--- src/rtl/stopwatch_ctrl.sv ---
// Stopwatch control FSM: tick prescaler, run/pause/lap/full sequencing,
// BCD counter enable/clear generation and lap-freeze display selection.
module stopwatch_ctrl #(
   parameter int unsigned TICK_DIV    = 100_000_000,
   parameter bit          STOP_AT_MAX = 1'b1
) (
   input  logic       clk,
   input  logic       rst,
   input  logic       start_stop,
   input  logic       lap,
   input  logic       clear,
   input  logic [3:0] ones,
   input  logic [3:0] tens,
   output logic       cnt_en,
   output logic       cnt_clr,
   output logic [3:0] disp_ones,
   output logic [3:0] disp_tens,
   output logic [2:0] state,
   output logic       running,
   output logic       full,
   output logic       wrap
);

   localparam int unsigned     PrescW   = $clog2(TICK_DIV);
   localparam logic [PrescW-1:0] PrescMax = PrescW'(TICK_DIV - 1);

   typedef enum logic [2:0] {
      StIdle  = 3'd0,
      StRun   = 3'd1,
      StLap   = 3'd2,
      StPause = 3'd3,
      StFull  = 3'd4
   } state_e;

   state_e            state_q;
   logic [PrescW-1:0] presc_q;
   logic [7:0]        lap_q;      // {tens, ones} captured at lap
   logic              cnt_clr_q;
   logic              wrap_q;

   logic active;
   logic tick;
   logic at_max;
   logic halt;

   // Tick decode and counter enable; enable depends on the current state only.
   always_comb begin
      active = (state_q == StRun) || (state_q == StLap);
      tick   = (presc_q == PrescMax);
      at_max = (tens == 4'd9) && (ones == 4'd9);
      halt   = STOP_AT_MAX && at_max;
      cnt_en = tick && active && !clear && !halt;
   end

   // Control FSM with prescaler, lap latch and registered pulse outputs.
   always_ff @(posedge clk) begin
      if (rst) begin
         state_q   <= StIdle;
         presc_q   <= '0;
         lap_q     <= '0;
         cnt_clr_q <= 1'b0;
         wrap_q    <= 1'b0;
      end else begin
         cnt_clr_q <= clear;
         // cnt_en is already forced low at 99 when halting, so this only fires on a rollover
         wrap_q    <= cnt_en && at_max;
         if (clear) begin
            state_q <= StIdle;
            presc_q <= '0;
         end else begin
            case (state_q)
               StIdle: begin
                  presc_q <= '0;
                  if (start_stop) state_q <= StRun;
               end
               StRun, StLap: begin
                  presc_q <= tick ? '0 : presc_q + 1'b1;
                  if (tick && halt) begin
                     state_q <= StFull;
                     presc_q <= '0;
                  end else if (start_stop) begin
                     state_q <= StPause;
                  end else if (lap) begin
                     if (state_q == StRun) begin
                        state_q <= StLap;
                        lap_q   <= {tens, ones};
                     end else begin
                        state_q <= StRun;
                     end
                  end
               end
               // Prescaler holds so the residual count survives the pause
               StPause: begin
                  if (start_stop) state_q <= StRun;
               end
               StFull: begin
                  presc_q <= '0;
               end
               default: begin
                  state_q <= StIdle;
                  presc_q <= '0;
               end
            endcase
         end
      end
   end

   // Display mux: frozen lap value in LAP, live digits otherwise.
   always_comb begin
      if (state_q == StLap) begin
         disp_tens = lap_q[7:4];
         disp_ones = lap_q[3:0];
      end else begin
         disp_tens = tens;
         disp_ones = ones;
      end
   end

   assign state   = state_q;
   assign running = active;
   assign full    = (state_q == StFull);
   assign cnt_clr = cnt_clr_q;
   assign wrap    = wrap_q;

endmodule

--- config.mk ---
export PLATFORM = sky130hd
export DESIGN_NAME = stopwatch_ctrl
export DESIGN_NICKNAME = d
export VERILOG_FILES = /design/src/rtl/stopwatch_ctrl.sv
export SDC_FILE = /design/constraint.sdc
export NUM_CORES = 1
export LEC_CHECK = 0
export CAP_MARGIN = 20
export CORE_UTILIZATION = 58
export DETAILED_ROUTE_END_ITERATION = 16
export PLACE_DENSITY = 0.92
export SYNTH_ARGS = -nofsm -noshare
export SYNTH_HDL_FRONTEND = slang
export SYNTH_SLANG_ARGS = --single-unit
--- constraint.sdc ---
create_clock -name clk -period 5 [get_ports clk]
set_input_delay 0.75 -clock clk [delete_from_list [all_inputs] [get_ports clk]]
set_output_delay 0.75 -clock clk [all_outputs]
set_load 0.005 [all_outputs]
==> results.md, run 1 <==
* Crit path max-delay cell type: or4bb_1
* Share of synthesized area occupied by flip-flops and latches at 37.9%
* Number of antenna repair diodes at 0
* Share of flip-flops with an asynchronous set or reset at 0%
* Largest incremental delay on the critical path at 490 ps
* Remaining DRCs at 0
* Clock transition time at the flip-flop clock pins of the worst setup and hold paths at 110 ps
* Tightest Pin Transition at 982 ps
* Number of enable-type register cells in the synthesized netlist at 0
* Clock skew at 12.0 ps
* Clock network fraction of design power at 31.5%
* Routed wire length per instance at 12.6 µm
* RSZ-0062 raised after global routing: false
* Finish-stage setup viols at 0
* Status: finished, final reports clean
* Top achievable clock speed at 0.307 GHz
* Setup crit start kind: primary input
* Post-CTS setup buffer count at 0
* Xor/xnor share of the synthesized area at 10.4%
* Worst-path cell chain: clkdlybuf4s50_1 > or4bb_1 > nor2_1 > nor4b_1 > clkdlybuf4s50_1
* Post-CTS resize count at 0
* Final weighted congestion in routability-driven placement at 0.828
* Count of synthesis-stage warnings from yosys at 0
* Most used flip-flop cell after synthesis: dfxtp_1
* Maximum vdd ir drop at 0.140 mV
* Level count of the clock H-tree at 2
* Internal power contribution at 418 µW
* GRT Residual Overflow at 0
* Complex-gate fraction of the synthesized area at 5.38%
* Gate power share at 8.6%
* Share of power burned in registers at 60.0%
* Die width at 62.4 µm
* Clock buffers created by TritonCTS at 5
* Multi-input logic area at 1210 µm²
* Number of maximum-capacitance constraint violations at 0
* Largest delay share family, worst path: buffers and inverters
* Synthesized instance count at 243
* Cts-stage hold buffer count at 0
* Crit path kind: in -> out
* TritonCTS sink count at 40
* Vias in the first global route at 1671
* Required time of the worst setup path at 4250 ps
* Cells taking the most area after synthesis: dfxtp_1 38%, xnor2_1 8.3%, nor2_1 6.4%, nand2b_1 5.0%, mux2_2 4.3%
* Largest fanout on the critical path at 3
* Total die area at 3890 µm²
* Class of the most critical hold timing path: reg -> reg
* Global-route wire length before repair at 7180 µm
* Layout overhead on the synthesized area at 14.9%
* Core Box Area at 3420 µm²
* CTS Root Cell: clkbuf_4
* Placement-stage cell area at 2370 µm²
* Post-route fraction of the period consumed by the critical path at 65.2%
* # rows at 21
* Switching Fraction at 22.4%
* Clock period minus worst slack at 3260 ps
* Critical path's most frequent cell: clkdlybuf4s50_1
* Number of pins with negative max-slew slack in the final report at 0
* Most area-hungry cell type in the Yosys netlist: dfxtp_1
* Crit. End Element: primary output
* Simple-gate area share of the yosys netlist at 32.7%
* Synthesized-area fraction occupied by adder cells at 0.592%
* Flops & latches, synth at 40
* Area of the mapped netlist at 2110 µm²
* Number of distinct standard cells referenced by the synthesized netlist at 41
* Switching power at 121 µW
* IO buf count at 28
* Mapped Nets at 257
* I/O pin cnt at 29
* Multiplexer share of the synthesized area at 8.05%
* Number of buffers and inverters on the critical path at 2
* Nets at 280
* Final TNS setup at 0 ps
* Utilization of the core after routing at 71.1%
* Mean post-synth cell area at 8.70 µm²
* Power density over cell area at 222 nW/µm²
* Headroom to the max-slew limit at 34.5%
* Drt pass-1 iters at 4
* Vias per inst at 5.58
* Number of endpoints with negative hold slack in the final report at 0
* Maximum number of pins on one net before global-route repair at 26
* Fraction of synthesized cell area taken by the top area cell type at 37.9%
* Antenna violations before repair at 0
* Leakage power summed over all cells at 0.733 nW
* Combinational family with the most area after synthesis: simple AND/OR/NAND/NOR gates
* Footprint of the flip-flops and latches at 801 µm²
* Starting density of the core at 61.9%
* Vias at 1746
* Die Height at 62.4 µm
* Total non-filler cell area in the finished layout at 2430 µm²
* FILL cells at 248
* Worst endpoint data arrival time at 2510 ps
* Clk Latency, worst-skew pair at 330 ps
* Number of buffers between clock root and the deepest sink at 2
* Detail Route Antenna Nets at 0
* Fraction of final layout cells sized beyond drive strength 1 at 8.61%
* DP Wirelength at 2840 µm
* Commonest cells after routing, fill and taps aside: 40 x dfxtp_1, 36 x nor2_1, 28 x clkdlybuf4s50_1
* Total wire length at 3960 µm
* Iter 0 DRT Violations at 89
* Most frequent standard cell in the layout excluding fill and tap cells: dfxtp_1
* Total global-route track usage at 22.5%
* Clock tree from TritonCTS: yes
==> worst register-to-register path, cell delays in order, from the launching register on <==
cell and delay (ps):
dfxtp_1 400, ha_1 170, and3_1 230, and4_1 350, a31oi_1 140, o21ai_2 780
nor2_1 130
==> logic make-up (layout without fill, tap and decap cells) <==
kind of cell,Yosys count,after routing
AND/OR/NAND/NOR,124,124
flip-flops,40,40
XOR/XNOR,25,25
AO/OA/AOI/OAI,19,19
buffers and inverters,17,41
multiplexers,16,16
adder cells (fa/ha/maj),1,1
other,1,1
==> per-layer routing <==
metal	wire length [µm]	GRT usage (%)	up-vias
met2	1830	35.6	53
met5	0	0	-
met1	1890	30.0	797
met3	223	5.11	2
met4	15	8.14	0
li1	-	-	894
==> cells in the mapped netlist, drive strengths merged, types with 2 or more instances <==
| cell | instances |
|---|---|
| dfxtp | 40 |
| nor2 | 37 |
| xnor2 | 20 |
| nand2b | 17 |
| nand3 | 12 |
| nor3 | 12 |
| nand2 | 11 |
| nand4 | 9 |
| mux2 | 8 |
| mux2i | 8 |
| nor4 | 8 |
| a21oi | 7 |
| buf | 7 |
| o21ai | 6 |
| and3 | 5 |
| clkbuf | 5 |
| inv | 5 |
| xor2 | 5 |
| and4 | 3 |
| a211oi | 2 |
| nor4b | 2 |
| or3 | 2 |
| or4bb | 2 |
==> metrics by stage <==
step	hold slack [ps]	setup WS, ps	std cells	total power [mW]
floorplan	445	2740	243	0.352
finish	478	1740	313	0.539
global placement	458	1740	305	0.375
global route	495	1650	313	0.562
detailed placement	468	1730	305	0.376
CTS	482	1720	313	0.542
==> final cells by class <==
cell class	instances	area share (%)
sequential	40	33.0
clock inverter	1	0.309
multi-input combinational	186	49.8
clock buffer	7	2.27
tap	46	2.37
timing repair buffer	28	11.5
inverter	5	0.772
==> registers in the layout, indices dropped and copies added (netlist names) <==
name and flops:
cnt_clr 1, lap_q 8, presc_q 27, state 3
wrap 1
==> power groups by stage <==
| stage | Clock [mW] | Combinational (mW) | Sequential (mW) |
|---|---|---|---|
| 2_1_floorplan | 0 | 0.0225 | 0.329 |
| 5_1_grt | 0.188 | 0.0502 | 0.324 |
| 3_3_place_gp | 0 | 0.0451 | 0.330 |
| 4_1_cts | 0.172 | 0.0461 | 0.323 |
| 3_5_place_dp | 0 | 0.0457 | 0.330 |
| 6_report | 0.170 | 0.0461 | 0.323 |
==> path summary, 6_finish.rpt <==
| check | startpoint | to | slack, ps | cells past startpoint |
|---|---|---|---|---|
| hold / removal | lap_q[7] | lap_q[7] | 480 | 2 |
| hold reg to reg | lap_q[7] | lap_q[7] | 480 | 2 |
| setup / recovery | tens[3] | cnt_en | 1740 | 5 |
| setup reg to reg | presc_q[0] | presc_q[8] | 2660 | 6 |
(Power assumes the default switching activity.)
==> inputs of run 2 (changes only) <==
--- a/config.mk
+++ b/config.mk
@@ -6,9 +6,9 @@
 export NUM_CORES = 1
 export LEC_CHECK = 0
 export CAP_MARGIN = 20
-export CORE_UTILIZATION = 58
+export CORE_UTILIZATION = 49
 export DETAILED_ROUTE_END_ITERATION = 16
-export PLACE_DENSITY = 0.92
+export PLACE_DENSITY = 0.83
 export SYNTH_ARGS = -nofsm -noshare
 export SYNTH_HDL_FRONTEND = slang
 export SYNTH_SLANG_ARGS = --single-unit
==> constraint.sdc (replaced) <==
create_clock -name clk -period 2.7 [get_ports clk]
set_input_delay 0.405 -clock clk [delete_from_list [all_inputs] [get_ports clk]]
set_output_delay 0.405 -clock clk [all_outputs]
set_load 0.005 [all_outputs]
==> run 2 against run 1 <==
Effect of this change: clock power rose to 2.5 times the previous value; routed wire length grew 5.0%; worst hold slack got worse by 5.5 ps; count of clock-buffer cells in the layout did not move; cell area is 3.5% higher; total power rose by 110%; critical path type is now reg -> out; sequential share of layout area is 1.1 points lower; critical path depth increased by 1.
==> results.md, run 2 (synthesis gave the netlist of run 1 again) <==
* Clock tree from TritonCTS: yes
* Clock period minus worst slack at 2610 ps
* Final weighted congestion in routability-driven placement at 0.895 (+8.1%)
* Level count of the clock H-tree at 2 (unchanged)
* Status: finished, final reports clean
* Maximum vdd ir drop at 0.263 mV (+88%)
* Met1 demand-to-capacity share in global routing at 24.5% (-5.5 points)
* Launch point of the worst reg-to-reg path: presc_q[13]
* Number of placed instances with taps included at 313 (+2.6%)
* Flip-flop count of the largest register, all copies and words added at 27 (unchanged)
* Post-route worst setup slack at 94.9 ps (-1640 ps)
* IO buf count at 28 (unchanged)
* Commonest cells after routing, fill and taps aside: 39 x dfxtp_1, 36 x nor2_1, 28 x clkdlybuf4s50_1
* Crit. End Element: primary output
* Number of maximum-capacitance constraint violations at 0 (unchanged)
* # rows at 23 (+9.5%)
* Crit path max-delay cell type: clkdlybuf4s50_1
* Worst hold path startpoint: lap_q[4]
* Nets at 284 (+1.4%)
* RSZ-0062 raised after global routing: false
* Internal power contribution at 875 µW (+110%)
* Vias at 1790 (+2.5%)
* Clock network fraction of design power at 38.5% (+7.0 points)
* Drt pass-1 iters at 4 (unchanged)
* Largest delay share family, worst path: simple AND/OR/NAND/NOR gates
* Clock skew at 6.28 ps (-5.76 ps)
* Number of buffers between clock root and the deepest sink at 2 (unchanged)
* Antenna violations before repair at 0 (unchanged)
* CTS Root Cell: clkbuf_8
* Total die area at 4580 µm² (+18%)
* Clk Latency, worst-skew pair at 290 ps (-40 ps)
* Share of power burned in registers at 53.6% (-6.4 points)
* Final TNS setup at 0 ps (unchanged)
* Post-route fraction of the period consumed by the critical path at 96.5%
* Detail Route Antenna Nets at 0 (unchanged)
* Number of endpoints with negative hold slack in the final report at 0 (unchanged)
* Top reg by flops: presc_q
* Tightest Pin Transition at 1030 ps (+45.2 ps)
* Switching power at 241 µW (+99%)
* Remaining DRCs at 0 (unchanged)
* Largest incremental delay on the critical path at 530 ps (+40 ps)
* Cts-stage hold buffer count at 0 (unchanged)
* Core Box Area at 4060 µm² (+19%)
* Routed wire length per instance at 13.0 µm (+2.7%)
* Starting density of the core at 52.1% (-9.8 points)
* GRT Residual Overflow at 0 (unchanged)
* Switching Fraction at 21.6% (-0.83 points)
* Die Height at 67.7 µm (+8.5%)
* Required time of the worst setup path at 2300 ps (-1950 ps)
* Headroom to the max-slew limit at 31.5% (-3.0 points)
* I/O pin cnt at 29 (unchanged)
* Met2 usage at 31.3% (-4.3 points)
* Leakage power summed over all cells at 0.777 nW (+6.0%)
* Pre-CTS WS at 208 ps (-1520 ps)
* Gate power share at 7.9% (-0.7 points)
* Die width at 67.7 µm (+8.5%)
* Finish-stage setup viols at 0 (unchanged)
* Largest fanout on the critical path at 6 (+3)
* Top achievable clock speed at 0.384 GHz
* Power density over cell area at 444 nW/µm² (+100%)
* Crit path kind: reg -> out
* Setup slack of the most critical reg-to-reg path at 360 ps (-2300 ps)
* Power after layout at 1.12 mW (+110%)
* Met3 demand-to-capacity share in global routing at 6.25% (+1.1 points)
* Placement-stage cell area at 2400 µm² (+1.5%)
* Vias per inst at 5.59 (+0.28%)
* Number of antenna repair diodes at 0 (unchanged)
* Total wire length at 4160 µm (+5.0%)
* Clock buffers created by TritonCTS at 5 (unchanged)
* Vias in the first global route at 1548 (-7.4%)
* Fraction of final layout cells sized beyond drive strength 1 at 11.5% (+2.9 points)
* Layout overhead on the synthesized area at 18.9%
* Routing layer with the top usage in global route: met2
* DP Wirelength at 2840 µm (-0.18%)
* Clock transition time at the flip-flop clock pins of the worst setup and hold paths at 80 ps (-30 ps)
* FILL cells at 339 (+37%)
* Setup crit start kind: flop
* Class of the most critical hold timing path: reg -> reg
* Number of buffers and inverters on the critical path at 1 (-1)
* Global-route wire length before repair at 6760 µm (-5.9%)
* TritonCTS sink count at 40 (unchanged)
* Worst-path cell chain: ha_1 > and3_1 > and4_4 > nand2_1 > nor4b_2 > clkdlybuf4s50_1
* Worst endpoint data arrival time at 2200 ps (-310 ps)
* CP Launch Point: presc_q[1]
* Number of pins with negative max-slew slack in the final report at 0 (unchanged)
* Most frequent standard cell in the layout excluding fill and tap cells: dfxtp_1
* Iter 0 DRT Violations at 103 (+16%)
* Total non-filler cell area in the finished layout at 2510 µm² (+3.5%)
* Maximum number of pins on one net before global-route repair at 26 (unchanged)
* Total global-route track usage at 19.7% (-2.8 points)
* Finished Layout Cells at 320 (+2.2%)
==> run 2: routing by layer <==
metal	wire length (µm)	up-vias
li1	-	899
met1	1920	834
met2	1960	46
met3	214	11
met4	68	0
met5	0	-
==> run 2: power by group through the flow <==
stage | registers [mW] | logic [mW] | clock network (mW)
floorplan | 0.610 | 0.0416 | 0
global placement | 0.612 | 0.0859 | 0
detailed placement | 0.612 | 0.0869 | 0
CTS | 0.598 | 0.0883 | 0.438
global route | 0.599 | 0.0954 | 0.466
finish | 0.598 | 0.0877 | 0.430
==> run 2: metrics by stage <==
step                      utilization [%]  hold slack (ps)
after floorplan                         -              445
after global placement               59.2              455
after detailed placement             59.2              464
after CTS                            61.8              474
after global routing                 62.0              496
final                                62.0              472
==> run 2: path summary, 6_finish.rpt <==
kind / end / cells after the start
worst max-delay path: cnt_en / 6
worst min-delay path: lap_q[4] / 2
worst max register to register: presc_q[17] / 6
worst min register to register: lap_q[4] / 2
==> run 2: worst min-delay path, delay by kind of cell (launching register included) <==
family,cells,cell delay [ps]
simple gates,1,60
flops,1,310
mux,1,60
==> run 2: cell type report <==
class,instances,area [µm²],area share [%]
Clock buffer,7,96.3,3.83
Sequential cell,40,802,31.9
Inverter,5,18.8,0.746
Tap cell,50,62.6,2.49
Multi-Input combinational cell,186,1220,48.7
Timing Repair Buffer,32,310,12.3
==> run 2: what timing repair did <==
action | CTS | global route
cloned | 0 | 0
pin swaps | 0 | 0
gates resized for setup | 3 | 2
setup endpoints to repair | 1 | 1
hold endpoints to repair | 0 | 0
setup buffers | 0 | 0
